**src/rtl/psum_accum.sv**
```systemverilog
// rtl/psum_accum.sv - accumulates MAC output FIFO rows into a psum buffer over passes and drains them
// Read issue, rd_lat-deep capture pipe, per-row accumulate, then in-order drain with optional ReLU.
module psum_accum #(
   parameter int col    = 8,
   parameter int bw     = 16,
   parameter int acc_bw = 20,
   parameter int depth  = 16,
   parameter int rd_lat = 2
) (
   input  logic                       clk,
   input  logic                       reset,
   input  logic                       start,
   input  logic [$clog2(depth)-1:0]   num_rows,
   input  logic [7:0]                 num_pass,
   input  logic                       relu_en,
   input  logic                       ofifo_valid,
   input  logic [bw*col-1:0]          ofifo_out,
   output logic                       ofifo_rd,
   output logic [acc_bw*col-1:0]      out_data,
   output logic                       out_valid,
   input  logic                       out_ready,
   output logic                       busy,
   output logic                       done
);

   localparam int rw = $clog2(depth);
   localparam int tw = rw + 9;

   typedef enum logic [1:0] {S_IDLE, S_ACC, S_DRAIN} state_t;

   state_t                 state_q, state_d;
   logic [rw-1:0]          rows_q, rows_d;
   logic [7:0]             pass_q, pass_d;
   logic                   relu_q, relu_d;
   logic [tw-1:0]          issued_q, issued_d;
   logic [rd_lat-1:0]      pipe_q, pipe_d;
   logic [rw-1:0]          wr_row_q, wr_row_d;
   logic [7:0]             wr_pass_q, wr_pass_d;
   logic [rw:0]            rd_row_q, rd_row_d;
   logic                   out_valid_q, out_valid_d;
   logic [acc_bw*col-1:0]  out_data_q, out_data_d;
   logic                   done_q, done_d;

   logic [acc_bw*col-1:0]  mem_q [depth];

   logic [tw-1:0]          total;
   logic                   rd_c;
   logic                   accept;
   logic                   tail;
   logic                   wr_en;
   logic [acc_bw*col-1:0]  wr_data;
   logic [acc_bw*col-1:0]  rd_data;
   logic                   handshake;
   logic                   load;

   function automatic logic [acc_bw-1:0] sext(input logic [bw-1:0] v);
      logic signed [bw-1:0] s;
      s = v;
      return acc_bw'(s);
   endfunction

   always_comb begin
      total     = (tw'(rows_q) + tw'(1)) * (tw'(pass_q) + tw'(1));
      rd_c      = (state_q == S_ACC) && (issued_q < total);
      accept    = rd_c && ofifo_valid;
      tail      = pipe_q[rd_lat-1];
      handshake = out_valid_q && out_ready;
      load      = (state_q == S_DRAIN) && (rd_row_q <= {1'b0, rows_q}) && (!out_valid_q || out_ready);
   end

   // pass 0 overwrites so stale buffer contents from earlier jobs never leak in
   always_comb begin
      wr_data = '0;
      for (int c = 0; c < col; c++) begin
         if (wr_pass_q == 8'd0)
            wr_data[acc_bw*c +: acc_bw] = sext(ofifo_out[bw*c +: bw]);
         else
            wr_data[acc_bw*c +: acc_bw] = mem_q[wr_row_q][acc_bw*c +: acc_bw] + sext(ofifo_out[bw*c +: bw]);
      end
   end

   always_comb begin
      rd_data = mem_q[rd_row_q[rw-1:0]];
      for (int c = 0; c < col; c++) begin
         if (relu_q && rd_data[acc_bw*c + acc_bw - 1])
            rd_data[acc_bw*c +: acc_bw] = '0;
      end
   end

   always_comb begin
      state_d     = state_q;
      rows_d      = rows_q;
      pass_d      = pass_q;
      relu_d      = relu_q;
      issued_d    = issued_q;
      wr_row_d    = wr_row_q;
      wr_pass_d   = wr_pass_q;
      rd_row_d    = rd_row_q;
      out_valid_d = out_valid_q;
      out_data_d  = out_data_q;
      done_d      = 1'b0;
      wr_en       = 1'b0;
      pipe_d[0]   = accept;
      for (int k = 1; k < rd_lat; k++)
         pipe_d[k] = pipe_q[k-1];

      case (state_q)
         S_IDLE: begin
            if (start) begin
               state_d   = S_ACC;
               rows_d    = num_rows;
               pass_d    = num_pass;
               relu_d    = relu_en;
               issued_d  = '0;
               wr_row_d  = '0;
               wr_pass_d = '0;
            end
         end
         S_ACC: begin
            if (accept)
               issued_d = issued_q + tw'(1);
            if (tail) begin
               wr_en = 1'b1;
               if (wr_row_q == rows_q) begin
                  wr_row_d  = '0;
                  wr_pass_d = wr_pass_q + 8'd1;
               end else begin
                  wr_row_d  = wr_row_q + rw'(1);
               end
            end
            if ((issued_q == total) && (pipe_q == '0)) begin
               state_d  = S_DRAIN;
               rd_row_d = '0;
            end
         end
         S_DRAIN: begin
            if (handshake)
               out_valid_d = 1'b0;
            if (load) begin
               out_valid_d = 1'b1;
               out_data_d  = rd_data;
               rd_row_d    = rd_row_q + (rw+1)'(1);
            end else if (handshake) begin
               state_d = S_IDLE;
               done_d  = 1'b1;
            end
         end
         default: state_d = S_IDLE;
      endcase
   end

   always_ff @(posedge clk) begin
      if (!reset) begin
         state_q     <= S_IDLE;
         rows_q      <= '0;
         pass_q      <= '0;
         relu_q      <= 1'b0;
         issued_q    <= '0;
         pipe_q      <= '0;
         wr_row_q    <= '0;
         wr_pass_q   <= '0;
         rd_row_q    <= '0;
         out_valid_q <= 1'b0;
         out_data_q  <= '0;
         done_q      <= 1'b0;
      end else begin
         state_q     <= state_d;
         rows_q      <= rows_d;
         pass_q      <= pass_d;
         relu_q      <= relu_d;
         issued_q    <= issued_d;
         pipe_q      <= pipe_d;
         wr_row_q    <= wr_row_d;
         wr_pass_q   <= wr_pass_d;
         rd_row_q    <= rd_row_d;
         out_valid_q <= out_valid_d;
         out_data_q  <= out_data_d;
         done_q      <= done_d;
      end
   end

   always_ff @(posedge clk) begin
      if (reset && wr_en)
         mem_q[wr_row_q] <= wr_data;
   end

   assign ofifo_rd  = rd_c;
   assign out_data  = out_data_q;
   assign out_valid = out_valid_q;
   assign busy      = (state_q != S_IDLE);
   assign done      = done_q;

endmodule
```
**config.mk**
```make
export PLATFORM = sky130hd
export DESIGN_NAME = psum_accum
export DESIGN_NICKNAME = d
export VERILOG_FILES = /design/src/rtl/psum_accum.sv
export SDC_FILE = /design/constraint.sdc
export NUM_CORES = 2
export LEC_CHECK = 0
export BUFFER_PORTS_ARGS = -buffer_cell sky130_fd_sc_hd__buf_4
export CAP_MARGIN = 10
export CELL_PAD_IN_SITES_DETAIL_PLACEMENT = 0
export CELL_PAD_IN_SITES_GLOBAL_PLACEMENT = 1
export CORE_MARGIN = 2
export CORE_UTILIZATION = 50
export DETAILED_ROUTE_END_ITERATION = 6
export PLACE_DENSITY_LB_ADDON = 0.1
export SETUP_SLACK_MARGIN = 0.3
export SLEW_MARGIN = 20
export SYNTH_ARGS = -nofsm -noshare
export SYNTH_HDL_FRONTEND = slang
export SYNTH_SLANG_ARGS = --single-unit
```
**constraint.sdc**
```tcl
create_clock -name clk -period 15.85 [get_ports clk]
set_input_delay 3.9625 -clock clk [delete_from_list [all_inputs] [get_ports clk]]
set_output_delay 3.9625 -clock clk [all_outputs]
set_load 0.01 [all_outputs]
```
# ---- Word-level counts from Yosys, hierarchy flattened
# Memory sizes are Yosys's and may differ from the RTL's. A register that Yosys moved wholly into a read port is not among the register bits.
# Index checks and enable logic that the tools add are counted.
dict set report op_classes {
  n_eq_ne 12
  multipliers 1
  bitwise_logic 2
  reduce_logical 33
  addsub 14
  order_cmp 2
  muxes 46
}
# op count
set op_table {}
lappend op_table {{$mux 20} 16}
lappend op_table {{$add 20x20->20} 8}
lappend op_table {{$mux 4} 7}
lappend op_table {{$mux 13} 2}
lappend op_table {{$pmux 13 s2} 1}
lappend op_table {{$mux 8} 3}
lappend op_table {{$pmux 8 s2} 1}
lappend op_table {{$logic_and 1x1->1} 15}
lappend op_table {{$add 13x1->13 const B} 1}
lappend op_table {{$eq 13x13->1} 1}
lappend op_table {{$lt 13x13->1} 1}
lappend op_table {{$mul 5x9->13} 1}
lappend op_table {{$ne 2x2->1 const B} 6}
lappend op_table {{$mux 5} 2}
lappend op_table {{$pmux 5 s2} 1}
lappend op_table {{$add 8x1->9 const B} 1}
lappend op_table {{$reduce_and 3->1} 3}
lappend op_table {{$add 8x1->8 const B} 1}
lappend op_table {{$logic_not 8->1} 1}
lappend op_table {{$mux 2} 4}
lappend op_table {{$pmux 4 s2} 1}
lappend op_table {{$reduce_and 4->1} 2}
lappend op_table {{$reduce_bool 2->1} 4}
lappend op_table {{$mux 1} 7}
lappend op_table {{15 further kinds} 20}
dict set report totals {
  n_memories 1
  ff_bits 209
  ramBits 2560
  inputBits 146
}
# name words word_bits rd rd_clocked_by_memory_dff wr line
set mem_list {}
lappend mem_list {mem_q 16 160 2 2 1 44} ;# logic [acc_bw*col-1:0] mem_q [depth];

# ---- Depth between registers and ports, before layout
dict set report depth {
  ltp_word 8
  mapped_depth 27
}

# ---- Worst setup path before layout
# OpenSTA, ideal clock, no wires.
dict set report synth_path {
  path_type {in2reg}
  start {in reset}
  end {mem mem_q[0][0] (netlist name), enable pin}
  arrival_ps 15348
  setup_time_ps 875
  stages 4
  required_time_ps 14975
  slack_ps -373
  cell_sequence {clkbuf_1 > and2_1 > nand3_1 > nor3_1}
}
dict set report synth_between {
  elab_chain_cells 3
}
# item line
set synth_rtl {}
lappend synth_rtl {{from (decl)} 11} ;# input logic reset,
lappend synth_rtl {{$logic_and 1x1->1} 183} ;# if (reset && wr_en)
lappend synth_rtl {{$mux 1} 183}
lappend synth_rtl {{$mux 1 (implied by the code)} 184} ;# mem_q[wr_row_q] <= wr_data;
lappend synth_rtl {{to (decl)} 44}
# Every way passes these cells.

# ---- Worst setup path in the final report
dict set report layout_path {
  start {reg rows_q[0]}
  end {out ofifo_rd}
}
dict set report layout_between {
  elab_chain_cells 4
}
# item line
set layout_rtl {}
lappend layout_rtl {{from (decl)} 32} ;# logic [rw-1:0] rows_q, rows_d;
lappend layout_rtl {{from (signal assigned)} 168} ;# rows_q <= rows_d;
lappend layout_rtl {{$add 4x1->5} 63} ;# total = (tw'(rows_q) + tw'(1)) * (tw'(pass_q) + tw'(1));
lappend layout_rtl {{$mul 5x9->13} 63}
lappend layout_rtl {{$lt 13x13->1} 64} ;# rd_c = (state_q == S_ACC) && (issued_q < total);
lappend layout_rtl {{$logic_and 1x1->1} 64}
lappend layout_rtl {{to (decl)} 18} ;# output logic ofifo_rd,
# Every way passes these cells.

==> impl_results.md <==
- Status: complete, no violations
- Crit path kind: reg -> out
- Register-to-register setup slack: 8490 ps
- Total grt overflow: 0
- Vias per cell: 6.616
- Wire length per cell: 32.56 µm
- Clock transition at the registers of the reported paths: 60 ps
- Share of post-route cells with drive strength above 1: 0.3350
- Worst-path maximum fanout: 14
- PwrDens: 111.9 nW/µm²
- Routed Antenna Nets: 0
- Final Setup Violations: 0
- Cells on worst reg2reg path: 16
- GP Congestion: 0.8109
- Skew-Pair Late Insertion Delay: 900 ps
- DRT Pass-1 Iters: 6
- Largest net degree at the start of global routing: 119
- DIE WIDTH: 520.2 µm
- Number of fillers in the final layout: 20,085
- Setup TNS: 0 ps
- HP Start: out_data[73]
- Final period utilization: 0.6695
- Starting Density: 0.5026
- Avg Cell Area, Syn: 18.60 µm²
- RR Endpoint: mem_q[3][139]
- Post-synth ARST share: 0
- Leakage: 0.04728 µW
- WL final: 368,900 µm
- Iter 0 DRT Violations: 8,405
- Synthesized Nets: 7,537
- Vias in the first global route: 76,993
- Vias post-DR: 74,950
- Final Skew: 35.44 ps
- Max-slew violations: 0
- Most common cell after layout, fill and taps aside: edfxtp_1
- Critical Path RT: 11,890 ps
- Synthesized instance count: 7,163
- Synth cell types: 75
- GRT Overall Usage: 0.2726
- Most frequent cells in the layout: edfxtp_1, mux4_2, buf_4
- First-pass GRT wire length: 537,800 µm
- CTS sink cnt: 2,777
- Slew HR: 0.2275
- Main synth FF type: edfxtp_1
- Post-CTS sizing: 0
- Fmax: 94.24 MHz
- Fin nets: 7,910
- Register area share after synthesis: 0.6096
- CTS Hold Bufs: 0
- Die Area: 270,600 µm²
- IO Count: 310
- VDD IR max: 0.09963 mV
- Initial antenna violation count: 20
- Final routed DRC violation total: 0
- CP Capture Type: output pin
- RSZ-0062 raised after global routing: no
- Hold path cells: 2
- CP startpoint kind: flop
- Root buf cell: clkbuf_16
- Number of setup buffers added after CTS: 0
- Port Buf Inserts: 309
- Die H: 520.2 µm
- Clk buf depth: 4
- Register bit count reported by yosys: 2,777
- Final hold violations: 0
- CTS buffer count: 303
- Max Cap Viol: 0
- H-tree Lvls: 5
- Floorplan row count: 189
- Hpwl dp: 206,300 µm
- Hold Path End: out_data[73]
- Final Critical Period: 10,610 ps
- Post-synth EDFFs: 2,560
- Data arrival time of the critical path: 6650 ps
- Yosys warnings: 0
- CORE AREA: 265,100 µm²
- Least-Margin Pin Slew: 1159 ps
- Hold Crit Class: reg -> reg
- CTS tree: done
- Area delta synth->final: 12.97%
- Mapped cell area: 133,200 µm²
- Final hold slack: 454.6 ps
==> worst max-delay path: stages, from the launching register on <==
cell and delay [ps]:
dfxtp_1 630, ha_1 320, xnor2_1 160, or2_2 340, fa_1 570, fa_1 440
fa_1 500, inv_1 40, ha_1 310, a21o_1 190, a21oi_1 220, o21bai_1 90
a21oi_1 230, o21ai_0 190, a21o_1 210, a21oi_1 160, xnor2_1 100, ha_1 290
nand4_1 140, a211oi_1 340, nor3_1 130, buf_4 160
==> sequential cells by signal, indices dropped and copies added, names as in the netlist, named ones only <==
name	count
wr_row_q	4
out_data	160
out_valid	1
relu_q	1
done	1
pipe_q	2
rows_q	4
pass_q	8
mem_q	2560
issued_q	13
rd_row_q	5
state_q	2
wr_pass_q	8
==> cell type report <==
class | count | area, µm² | area share
tap | 3533 | 4420 | 0.02937
sequential | 2777 | 81250 | 0.5399
clock inverter | 161 | 1867 | 0.01240
antenna | 7 | 17.52 | 0.0001164
inverter | 150 | 563.0 | 0.003741
clock buffer | 397 | 8367 | 0.05559
timing repair buffer | 536 | 4313 | 0.02866
multi-input combinational | 3768 | 49700 | 0.3302
==> metrics by stage <==
stage	power [µW]	std cells	setup WS, ps	util	area (µm²)
5_1_grt	17370	11326	4743	0.5677	150500
4_1_cts	16960	11318	5127	0.5668	150200
2_1_floorplan	9287	7163	3920	-	133200
3_3_place_gp	9669	10760	6065	0.5281	140000
6_report	16840	11329	5239	0.5677	150500
3_5_place_dp	9691	10760	6175	0.5282	140000
==> Yosys cell counts, types with 85 or more instances <==
| library cell | instances | area [µm²] |
|---|---|---|
| nor2_1 | 223 | 837.1 |
| mux4_2 | 1483 | 33400 |
| a211oi_1 | 91 | 683.2 |
| dfxtp_1 | 217 | 4344 |
| nand2_1 | 305 | 1145 |
| inv_1 | 149 | 559.3 |
| xor2_1 | 85 | 744.5 |
| buf_2 | 155 | 775.7 |
| ha_1 | 200 | 2502 |
| o21ai_0 | 238 | 1191 |
| mux2i_1 | 94 | 940.9 |
| edfxtp_1 | 2560 | 76870 |
| a21oi_1 | 297 | 1486 |
| clkbuf_1 | 246 | 923.4 |
==> worst max-delay path by stage <==
stage                        end  slack (ps)      start
global route            ofifo_rd        4740  rows_q[0]
floorplan           mem_q[12][0]        3920      reset
CTS                     ofifo_rd        5130  rows_q[0]
finish                  ofifo_rd        5240  rows_q[0]
global placement        ofifo_rd        6070  rows_q[0]
detailed placement      ofifo_rd        6170  rows_q[0]
==> report_power, final <==
| group | switching, µW | total (µW) | internal (µW) |
|---|---|---|---|
| Clock | 2950 | 7290 | 4340 |
| Sequential | 19.0 | 8150 | 8140 |
| Combinational | 801 | 1390 | 588 |
| Total | 3770 | 16800 | 13100 |
==> cell families (layout without fill, tap and decap cells) <==
logic type      Yosys count  in the layout  share of synthesized area
flops                  2777           2777                     0.6096
mux                    1626           1626                     0.2642
compound gates          953            953                    0.04492
simple gates            803            803                    0.02774
buf+inv                 618           1244                    0.02016
fa+ha+maj               228            228                    0.02299
xor+xnor                158            158                    0.01039
other cells               0              7                          0
==> per-layer routing <==
| layer | share of wire | vias up | GRT usage |
|---|---|---|---|
| met2 | 0.49 | 2996 | 0.4433 |
| met5 | 0.000079 | - | 0 |
| met4 | 0.027 | 4 | 0.06923 |
| met3 | 0.077 | 546 | 0.04317 |
| met1 | 0.41 | 40411 | 0.3883 |
| li1 | - | 30993 | - |
(Power assumes the default switching activity.)
